===== config.mk =====
export PLATFORM = sky130hd
export DESIGN_NAME = dual_port_ram
export DESIGN_NICKNAME = d
export VERILOG_FILES = /design/src/rtl/dual_port_ram.sv
export SDC_FILE = /design/constraint.sdc
export NUM_CORES = 1
export LEC_CHECK = 0
export ABC_AREA = 1
export ABC_CLOCK_PERIOD_IN_PS = 1000
export CORE_MARGIN = 2
export CORE_UTILIZATION = 55
export DETAILED_ROUTE_END_ITERATION = 12
export GPL_TIMING_DRIVEN = 0
export HOLD_SLACK_MARGIN = 0.05
export PLACE_DENSITY = 0.78
export SLEW_MARGIN = 10
export SYNTH_ARGS = -nofsm -noshare
export SYNTH_HDL_FRONTEND = slang
export SYNTH_SLANG_ARGS = --single-unit

===== constraint.sdc =====
create_clock -name clock -period 1 [get_ports clock]
set_input_delay 0.15 -clock clock [delete_from_list [all_inputs] [get_ports clock]]
set_output_delay 0.15 -clock clock [all_outputs]
set_load 0.05 [all_outputs]

===== src/rtl/dual_port_ram.sv =====
// 16x8 single-clock RAM with a shared address bus and one-cycle registered read.
// A same-cycle write and read at that address returns the new data.
module dual_port_ram #(
    parameter int DATA_WIDTH = 8,
    parameter int ADDR_WIDTH = 4,
    parameter int DEPTH      = 2**ADDR_WIDTH
) (
    input  logic [DATA_WIDTH-1:0] din,
    input  logic [ADDR_WIDTH-1:0] addr,
    input  logic                  clock,
    input  logic                  wr_enb,
    input  logic                  rd_enb,
    input  logic                  rst,
    output logic [DATA_WIDTH-1:0] dout
);

    logic [DATA_WIDTH-1:0] mem_q [DEPTH];
    logic [DATA_WIDTH-1:0] mem_d [DEPTH];
    logic [DATA_WIDTH-1:0] dout_q;
    logic [DATA_WIDTH-1:0] dout_d;
    logic [DATA_WIDTH-1:0] read_data;
    logic                  wr_active;
    logic                  rd_active;

    assign wr_active = (wr_enb == 1'b1);
    assign rd_active = (rd_enb == 1'b1);

    always_comb begin
        for (int i = 0; i < DEPTH; i++) begin
            mem_d[i] = mem_q[i];
        end
        if (wr_active) begin
            mem_d[addr] = din;
        end
    end

    // Write process: reset clears every word so the store always starts clean.
    always_ff @(posedge clock or negedge rst) begin
        if (!rst) begin
            for (int i = 0; i < DEPTH; i++) begin
                mem_q[i] <= '0;
            end
        end else begin
            for (int i = 0; i < DEPTH; i++) begin
                mem_q[i] <= mem_d[i];
            end
        end
    end

    // Bypass mux: on a same-cycle write, the array still holds the old word.
    always_comb begin
        read_data = mem_q[addr];
        if (wr_active) begin
            read_data = din;
        end
    end

    always_comb begin
        dout_d = dout_q;
        if (rd_active) begin
            dout_d = read_data;
        end
    end

    always_ff @(posedge clock or negedge rst) begin
        if (!rst) begin
            dout_q <= '0;
        end else begin
            dout_q <= dout_d;
        end
    end

    assign dout = dout_q;

endmodule


### Yosys cells after proc, flatten, opt, wreduce, memory -nomap -nowiden

Cells that the tools add are included.

* flip-flop bits (word level): 136
* input port bits: 16

* magnitude comparators: 2
* multiplexer cells: 7
* bitwise logic cells: 1
* reductions and logical operators: 1

Operators with widths (count)
* bitwise mux 128 bit: 1
* binary-select mux 8 bit (select 4 bit): 1
* demux 8 bit (select 4 bit): 1
* 2-to-1 mux 8 bit: 4
* greater-or-equal comparator 5 bit (second input constant): 1
* < comparator 5 x 1 -> 1 bit (second input constant): 1
* NOT 4 -> 5 bit: 1
* logical AND 1 bit: 1

### Depth between registers and ports, before layout

Gate-level depths: netlist (run 1).

* word-level depth: 6
* mapped depth: 11

### Worst setup path after synthesis (run 1)

OpenSTA, ideal clock, no wires.

* path kind: input port to flip-flop
* start: in addr[1]
* end: reg mem_q[124] (netlist name)
* library setup time: 135 ps
* data arrival time: 1111 ps
* data required time: 865 ps
* path slack: -247 ps
* stages on the path: 6
* buffers on the path: 2
* path through: buf_2 -> nor3_1 -> nand2_1 -> clkbuf_1 -> nand2_1 -> o21ai_0

* cells in the longest elaborated chain, start to end: 6
* elaborated cells between the ends (all ways): 7
* classes of those cells: 2 x order compare; 3 x mux; 1 x bitwise; 1 x reduce/logical

Ends and longest elaborated chain
* start, declared: line 9 `input logic [ADDR_WIDTH-1:0] addr,`
* NOT 4 -> 5 bit (implied by the code) *: line 33 `mem_d[addr] = din;`
* greater-or-equal comparator 5 bit (implied by the code) or < comparator 5 x 1 -> 1 bit (tied branches): line 33
* logical AND 1 bit (implied by the code): line 33
* 2-to-1 mux 8 bit (implied by the code): line 33
* demux 8 bit (select 4 bit) *: line 33
* bitwise mux 128 bit *: line 33
* end signal, assigned by index: line 45 `mem_q[i] <= mem_d[i];`
* end, declared: line 17 `logic [DATA_WIDTH-1:0] mem_q [DEPTH];`

Mark *: on every way between the ends. The rest lies on a longest branch, timed or not.
A chain may end at the register's enable or synchronous reset.

### Final worst setup path (run 1)

* start: reg mem_q[20] (netlist name)
* end: reg dout_q[4] (netlist: dout[4])

* cells in the longest elaborated chain, start to end: 4

Ends and longest elaborated chain
* binary-select mux 8 bit (select 4 bit): line 52 `read_data = mem_q[addr];`
* 2-to-1 mux 8 bit (implied by the code) (2 in a row): line 52
* 2-to-1 mux 8 bit: line 53 `if (wr_active) begin`
* end signal, assigned: line 69 `dout_q <= dout_d;`
* end, declared: line 19 `logic [DATA_WIDTH-1:0] dout_q;`

Every way passes these cells. The select of a mux whose other input is x is not followed.

==> results.cfg, run 1 <==
[status]
status = finished with violations
violations = negative hold slack, negative setup slack

[clocking]
clock_latency_ns = 0.43
clkSinkCount = 136
path_clk_slew_ns = 0.06
cts-root-buf = clkbuf_16
tritoncts.num_buffers = 17
cts_tree = done
clock_path_buffers = 2
ctsHtreeMaxLevel = 4

[die]
rows = 39
die_y_microns = 111
die_area_sq_um = 12400
ios = 24
core-area_sq_um = 11300
start_util = 0.559
die_w_microns = 111

[grt]
grt_pass1_vias = 5855
grt_remaining_overflow = 0
grt_max_degree = 75
track_usage = 0.354
antenna_found_initial = 0
grt_pass1_wl_mm = 32.7

[synthesis]
yosys_warnings = 0
synth.avg_cell_area_sq_um = 7.63
synth_flop_cell = dfrtp_1
synth_common_cells = nand2_1 (385), dfrtp_1 (136), o21ai_0 (94)
yosysTopAreaCellShare = 0.538
synthMostInstantiatedCell = nand2_1
synth_edf_count = 0
async_flop_share = 1.00
synth_area_leaders = dfrtp_1 (54%), nand2_1 (23%), o21ai_0 (7.4%)
synth-seq-cells = 136
syn_area_sq_um = 6330
syn_nets = 845
ys_types = 18
ys_seq_area_frac = 0.538
synth_area_leader_cell = dfrtp_1
synthCells = 829

[drt]
vias = 6117
routedWlPerCell_microns = 20.1
route.final.wire_length_mm = 21.1
drt_iter0_drc = 680
viasPerCell = 5.81
ant_nets = 0
drc = 0
first_pass_iters = 5

[worst_setup_path]
cp.required_ns = 1.31
r2r_slack_ns = -0.22
start_kind = register
reg2reg_from = mem_q[20]$_DFFE_PN0P_
path_max_fanout = 2
endpoint_kind = register
arrival_ns = 1.53
r2r-end = dout[4]$_DFFE_PN0P_
reg2reg_depth = 8
critical_path_class = register to register

[sta]
maxSlewHeadroom = 0.543
finalWorstSetupSlack_ns = -0.222
clock_skew_ns = 0.00745
fin_crit_sh = 1.22
period_needed_ns = 1.22
tightest_slew_ns = 0.685
hold_violations = 73
setup_tns_ns = -2.51
fmax_mhz = 818
finalSetupViolations = 19
holdWs_ns = -0.245
finalMaxSlewViolations = 0
rsz0062_at_grt = true

[power]
power_density_nw_per_um2 = 2100
leakagePower_nw = 4.07
ir_drop_uv = 1590

[final_layout]
area_growth_syn_to_layout_pct = 27.7
nets = 912
instances_no_fill = 1052
drive_gt1_frac = 0.235
stdcell_area_sq_um = 8080
diodes = 0
fin_util = 0.714

[hold_path]
worst_hold_path_type = input pin to asynchronous set/reset pin

[placed_design]
numPortBuffers = 22
gp_congestion = 1.02
dpl_cell_area_sq_um = 7060
dp.cells = 995
pre_cts_slack_ns = -1.16
post-dp-hpwl_mm = 14.3

[flow_run]
max_cap_violations = 0
-- logic make-up after synthesis --
logic type | share of synthesized area
AND/OR/NAND/NOR | 0.297
AO/OA/AOI/OAI | 0.122
flip-flops | 0.538
buffers and inverters | 0.0431
-- where the power goes --
part / internal (mW) / switching, mW
sequential: 6.67 / 0.736
clock: 3.49 / 2.51
combinational: 1.38 / 2.15
-- how the worst max path moves through the flow --
stage | start | endpoint | slack [ns]
6_report | mem_q[20]$_DFFE_PN0P_ | dout[4]$_DFFE_PN0P_ | -0.22
5_1_grt | mem_q[20]$_DFFE_PN0P_ | dout[4]$_DFFE_PN0P_ | -0.27
4_1_cts | mem_q[38]$_DFFE_PN0P_ | dout[6]$_DFFE_PN0P_ | -0.19
3_5_place_dp | addr[0] | dout[7]$_DFFE_PN0P_ | -1.16
3_3_place_gp | rst | mem_q[36]$_DFFE_PN0P_ | -5.40
2_1_floorplan | addr[1] | mem_q[102]$_DFFE_PN0P_ | -0.07
-- layer usage --
metal | vias to the layer above | share of wire | GRT usage
met4 | 0 | 0.054 | 0.189
met2 | 317 | 0.47 | 0.548
met3 | 90 | 0.085 | 0.0875
met1 | 2930 | 0.39 | 0.462
li1 | 2780 | - | -
met5 | - | 0 | 0
-- critical path: stages, from the launching register on --
cell	delay, ns
dfrtp_1	0.40
nand2_2	0.11
nand2_2	0.06
nand2_1	0.06
nand2_1	0.07
nand2_2	0.08
nand3_2	0.10
o21bai_1	0.16
nand2_1	0.07
-- area by class of cell --
| class | count | area, sq um |
|---|---|---|
| repair buffers | 51 | 472 |
| flip-flops and latches | 136 | 3400 |
| well taps | 143 | 179 |
| clock inverters | 14 | 126 |
| fillers | 882 | 3240 |
| inverters | 17 | 87.6 |
| plain buffers | 45 | 418 |
| clock buffers | 18 | 439 |
| multi-input cells | 628 | 2960 |
-- through the flow --
stage	total power, mW	hold WS [ns]
6_report	16.9	-0.245
5_1_grt	17.7	-0.193
4_1_cts	16.7	-0.223
3_5_place_dp	10.5	0.214
3_3_place_gp	10.4	0.462
2_1_floorplan	9.34	-0.146
-- what timing repair did --
| action | 4_1_cts | 5_1_grt |
|---|---|---|
| hold endpoints to repair | 73 | 73 |
| pin swaps | 45 | 26 |
| endpoints found under the setup margin | 144 | 59 |
| gates resized for setup | 142 | 24 |
| buffers inserted | 16 | 12 |
-- cells in the final DEF, fill, tap and decap left out, types with 2 or more instances in the layout --
cell	instances
clkinv_4	5
inv_2	6
inv_6	3
clkbuf_16	17
clkinv_2	3
inv_1	5
buf_6	27
nor3_4	2
dfrtp_1	136
clkbuf_2	4
buf_2	4
nor2_2	2
buf_1	2
nand2_1	337
clkbuf_8	6
nand3_2	9
nand3_1	23
inv_4	2
clkbuf_1	2
buf_4	32
o21ai_2	5
nand2_4	6
nor2_4	8
o21ai_1	23
o21bai_1	8
clkinvlp_4	6
nand2_2	43
nor2_1	48
buf_12	2
clkbuf_4	7
a21oi_1	36
clkdlybuf4s50_1	9
a21oi_2	12
o21ai_0	66
-- registers in the layout (all words and copies together), names as in the netlist --
| register | cells |
|---|---|
| mem_q | 128 |
| dout | 8 |
No activity file was read; power rests on OpenSTA's default activity.
==> run 2: changes to the inputs <==
ABC_AREA = 0   (was 1)
CORE_UTILIZATION = 57   (was 55)
DONT_BUFFER_PORTS = 1   (was not set)
PLACE_DENSITY = 0.77   (was 0.78)
==> results.cfg, run 2 <==
[final_layout]
instances_no_fill = 627
layout_common_cells = dfrtp_1 (130), mux2_2 (71), mux2_4 (59), mux2i_1 (40), clkbuf_16 (16)
num-fill-cells = 728
diodes = 0
multi_input_area_sq_um = 3120
largest_register_ffs = 128
regArea_sq_um = 3410
largest-register = mem_q
area_growth_syn_to_layout_pct = 20.7
nets = 490
layout_commonest_cell = dfrtp_1
drive_gt1_frac = 0.464

[power]
switching_share = 0.251
leakagePower_nw = 3.33
internal_power_mw = 12.5
power_mw = 16.6
power_frac_seq = 0.458
combinationalPowerShare = 0.173
p_sw_mw = 4.17
power.share.clock = 0.369
ir_drop_uv = 1770
power_density_nw_per_um2 = 2170

[sta]
maxSlewHeadroom = 0.650
fin_crit_sh = 1.45
clock_skew_ns = 0.00813
hold_violations = 136
period_needed_ns = 1.45
tightest_slew_ns = 0.525
finalSetupViolations = 16
holdWs_ns = -0.689
finalWorstSetupSlack_ns = -0.446
rsz0062_at_grt = true
finalMaxSlewViolations = 0
fmax_mhz = 692

[clocking]
cts_tree = done
clock_path_buffers = 2
cts-root-buf = clkbuf_8
clock_latency_ns = 0.53
clkSinkCount = 136
ctsHtreeMaxLevel = 4
tritoncts.num_buffers = 17
path_clk_slew_ns = 0.06
post_cts_hold_buffer_count = 9

[status]
status = finished with violations
violations = negative hold slack, negative setup slack

[grt]
grt_max_degree = 137
grt_remaining_overflow = 0
antenna_found_initial = 0
grt_pass1_wl_mm = 23.7
grt_pass1_vias = 4298
track_usage = 0.275

[die]
die_area_sq_um = 12000
ios = 24
core-area_sq_um = 10800
die_y_microns = 110
die_w_microns = 110
rows = 38
start_util = 0.587

[worst_setup_path]
path_max_fanout = 2
crit_path_start = mem_q[102]$_DFFE_PN0P_
slowest_stage = mux4_2
endpoint_kind = register
start_kind = register
arrival_ns = 1.86
critical_path_class = register to register
endpoint = dout[6]$_DFFE_PN0P_
path_cells = mux4_2, a2111oi_4, a31oi_1
reg2reg_from = mem_q[102]$_DFFE_PN0P_
r2r_slack_ns = -0.45
r2r-end = dout[6]$_DFFE_PN0P_
cp_slowest_stage_delay_ns = 0.52
reg2reg_depth = 3
cp.required_ns = 1.41

[synthesis]
ys_types = 38
async_flop_share = 1.00
synth_edf_count = 0
synthMostInstantiatedCell = dfrtp_1
syn_nets = 459
synth_common_cells = dfrtp_1 (136), mux2_2 (130), mux2i_1 (40)
yosysTopAreaCellShare = 0.535
syn_area_sq_um = 6360
yosys_warnings = 0
ys_seq_area_frac = 0.535
synth_area_leader_cell = dfrtp_1
synth_area_leaders = dfrtp_1 (54%), mux2_2 (23%), mux2i_1 (6.3%)
synth-seq-cells = 136
synth_flop_cell = dfrtp_1
synth.avg_cell_area_sq_um = 14.4
synthCells = 443

[flow_run]
max_cap_violations = 0

[drt]
routedWlPerCell_microns = 23.7
drt_iter0_drc = 359
route.final.wire_length_mm = 14.9
vias = 3842
viasPerCell = 6.13
drc = 0
ant_nets = 0
first_pass_iters = 4

[placed_design]
post-dp-hpwl_mm = 9.46
gp_congestion = 0.860
dp.cells = 583
numPortBuffers = 0

[hold_path]
worst_hold_path_type = input pin to asynchronous set/reset pin
## run 2: changes by cell type after synthesis, moves of 14 or more
cell     before  now
mux2_2        0  130
buf_2        23    9
mux2i_1       0   40
nand3_1      32    3
nor2_1       51    4
o21ai_0      94    9
nand2_1     385    4
a21oi_1      48    6
## run 2: repair_timing
item / in CTS / in global routing
setup endpoints to repair: 24 / 16
pin swaps: 3 / 0
resized for setup: 18 / 2
gates cloned: 0 / 0
endpoints found under the hold margin: 205 / 139
setup buffers: 3 / 0
## run 2: per-stage QoR
step           hold slack, ns  utilization  setup TNS [ns]  cell area (sq um)  worst slack [ns]
5_1_grt                -0.716        0.708           -4.68               7670            -0.473
4_1_cts                -0.708        0.706           -4.16               7660            -0.432
3_3_place_gp           -0.142        0.640          -50.21               6940            -0.684
2_1_floorplan          -0.146            -          -25.04               6770            -0.342
6_report               -0.689        0.708           -4.11               7670            -0.446
3_5_place_dp           -0.142        0.640          -52.51               6940            -0.758
## run 2: worst max-delay path, delay by kind of cell (launching register included)
kind	cells	cell delay, ns
AO/OA/AOI/OAI	2	0.42
multiplexers	1	0.52
flip-flops	1	0.38
## run 2: logic make-up after synthesis
kind of cell	Yosys count	synth area share
AND/OR/NAND/NOR	46	0.0476
multiplexers	181	0.335
AO/OA/AOI/OAI	50	0.0514
flip-flops	136	0.535
buffers and inverters	30	0.0313
## run 2: worst min path at each step
stage               start                    end  slack (ns)  cells past startpoint
floorplan             rst    dout[0]$_DFFE_PN0P_       -0.15                      0
global placement      rst  mem_q[19]$_DFFE_PN0P_       -0.14                      0
detailed placement    rst  mem_q[51]$_DFFE_PN0P_       -0.14                      0
CTS                   rst  mem_q[51]$_DFFE_PN0P_       -0.71                      0
global route          rst  mem_q[51]$_DFFE_PN0P_       -0.72                      0
finish                rst  mem_q[51]$_DFFE_PN0P_       -0.69                      0
## run 2: final cells by class
cell class | instances | share of cell area
plain buffers | 29 | 0.0351
clock buffers | 24 | 0.0639
repair buffers | 12 | 0.0147
inverters | 1 | 0.000489
clock inverters | 8 | 0.0121
flip-flops and latches | 136 | 0.444
well taps | 140 | 0.0228
multi-input cells | 277 | 0.407
## run 2: power by group through the flow
stage | clock network, mW | registers, mW | logic [mW]
3_5_place_dp | 0 | 7.63 | 2.73
3_3_place_gp | 0 | 7.56 | 2.61
5_1_grt | 6.47 | 7.75 | 3.10
2_1_floorplan | 0 | 7.41 | 2.34
4_1_cts | 6.21 | 7.59 | 2.86
6_report | 6.14 | 7.62 | 2.88
## run 2: routing by layer
layer  global-route usage  wire (microns)  vias to the layer above  part of all wire
met5                    0               0                        -                 0
met1                0.366            6690                     2015              0.45
met2                0.439            7360                       84              0.50
met3               0.0599             509                       20             0.034
met4                0.116             298                        0             0.020
li1                     -               -                     1723                 -
==> run 3: changes to the inputs <==
ABC_CLOCK_PERIOD_IN_PS = 1800   (was 1000)
CORE_UTILIZATION = 65   (was 57)
PLACE_DENSITY = 0.83   (was 0.77)
clock period = 1.8 ns   (was 1 ns; I/O delays follow)
==> results.cfg, run 3 (same netlist as run 2, synthesis figures left out) <==
[drt]
drt_iter0_drc = 270
viasPerCell = 6.38
routedWlPerCell_microns = 23.7
route.final.wire_length_mm = 14.6
ant_nets = 0
vias = 3933
drc = 0
first_pass_iters = 4

[sta]
fin_crit_sh = 0.866
rsz0062_at_grt = false
fmax_mhz = 641
clock_skew_ns = 0.00775
period_needed_ns = 1.56
finalSetupViolations = 0
tightest_slew_ns = 0.735
hold_violations = 136
finalMaxSlewViolations = 0
maxSlewHeadroom = 0.510
setup_tns_ns = 0
holdWs_ns = -0.581

[die]
die_w_microns = 103
core-area_sq_um = 9640
ios = 24
rows = 36
die_y_microns = 103
die_area_sq_um = 10600
start_util = 0.660

[clocking]
tritoncts.num_buffers = 17
path_clk_slew_ns = 0.06
clock_latency_ns = 0.54
post_cts_hold_buffer_count = 8
cts_tree = done
post_cts_buffers = 0
clock_path_buffers = 2
ctsHtreeMaxLevel = 4
cts-root-buf = clkbuf_8
clkSinkCount = 136

[placed_design]
numPortBuffers = 0
gp_congestion = 0.870
post-dp-hpwl_mm = 9.23

[worst_setup_path]
start_kind = register
r2r-end = dout[6]$_DFFE_PN0P_
cp.required_ns = 2.21
path_max_fanout = 2
endpoint_kind = register
arrival_ns = 1.97
critical_path_class = register to register
r2r_slack_ns = 0.24
reg2reg_depth = 3
reg2reg_from = mem_q[102]$_DFFE_PN0P_

[final_layout]
layout_common_cells = dfrtp_1 (136), mux2_2 (130), mux2i_1 (40), clkbuf_16 (16), o22ai_1 (12)
drive_gt1_frac = 0.414
layout_commonest_cell = dfrtp_1
largest_register_ffs = 128
nets = 486
num-fill-cells = 644
diodes = 0
fin_util = 0.743
largest-register = mem_q
area_growth_syn_to_layout_pct = 12.6

[grt]
grt_remaining_overflow = 0
antenna_found_initial = 0
grt_pass1_wl_mm = 22.8
grt_pass1_vias = 4139
track_usage = 0.298
grt_max_degree = 137

[flow_run]
max_cap_violations = 0

[hold_path]
worst_hold_path_type = input pin to asynchronous set/reset pin

[power]
ir_drop_uv = 733
power_density_nw_per_um2 = 1220
leakagePower_nw = 3.09

[status]
status = finished with violations
violations = negative hold slack
run 3: cell count changes in the layout (fill, tap and decap cells not counted), moves of 4 or more:
cell	change
clkinv_4	+4
o21ai_1	+5
o21ai_2	-6
dfrtp_1	+6
nor2_4	-9
buf_2	+5
dfrtp_2	-6
mux2_4	-59
nor2_2	+7
mux4_1	+4
buf_12	-4
clkbuf_8	-4
mux4_2	-4
mux2_2	+59
run 3: how the worst max path moves through the flow:
stage / from / to
after floorplan: addr[0] / dout[6]$_DFFE_PN0P_
after global placement: addr[2] / dout[0]$_DFFE_PN0P_
after detailed placement: addr[2] / dout[0]$_DFFE_PN0P_
after CTS: mem_q[102]$_DFFE_PN0P_ / dout[6]$_DFFE_PN0P_
after global routing: mem_q[110]$_DFFE_PN0P_ / dout[6]$_DFFE_PN0P_
final: mem_q[102]$_DFFE_PN0P_ / dout[6]$_DFFE_PN0P_
run 3: repair_timing:
action                                  CTS  global route
resized for setup                         0             0
endpoints found under the setup margin    0             0
hold endpoints to repair                192           136
run 3: stage by stage:
stage,instances,cell area [sq um],power [mW],worst slack [ns]
3_5_place_dp,576,6530,5.53,-0.0179
5_1_grt,616,7160,9.11,0.191
3_3_place_gp,576,6530,5.40,0.00715
4_1_cts,616,7160,8.78,0.274
6_report,616,7160,8.77,0.241
2_1_floorplan,443,6360,5.19,0.328
run 3: cell type report:
class / count / area [sq um] / share of cell area
plain buffers: 29 / 195 / 0.0273
clock buffers: 18 / 428 / 0.0598
clock inverters: 14 / 125 / 0.0175
inverters: 1 / 3.75 / 0.000524
multi-input cells: 277 / 2760 / 0.385
flip-flops and latches: 136 / 3400 / 0.475
well taps: 133 / 166 / 0.0232
repair buffers: 8 / 80.1 / 0.0112
run 3: routing by layer:
layer	track usage	up-vias	routed length (microns)
li1	-	1714	-
met1	0.406	2051	6300
met2	0.474	139	7200
met3	0.0651	29	793
met4	0.119	0	289
met5	0	-	0
run 3: power by group:
| group | switching, mW | total (mW) | internal, mW |
|---|---|---|---|
| registers | 0.450 | 4.20 | 3.75 |
| logic | 0.535 | 1.35 | 0.813 |
| clock network | 1.35 | 3.22 | 1.87 |
| total | 2.33 | 8.77 | 6.43 |
run 3: critical path: stages, from the launching register on:
cell	delay [ns]
dfrtp_1	0.38
mux4_2	0.50
a2111oi_2	0.41
a31oi_1	0.14
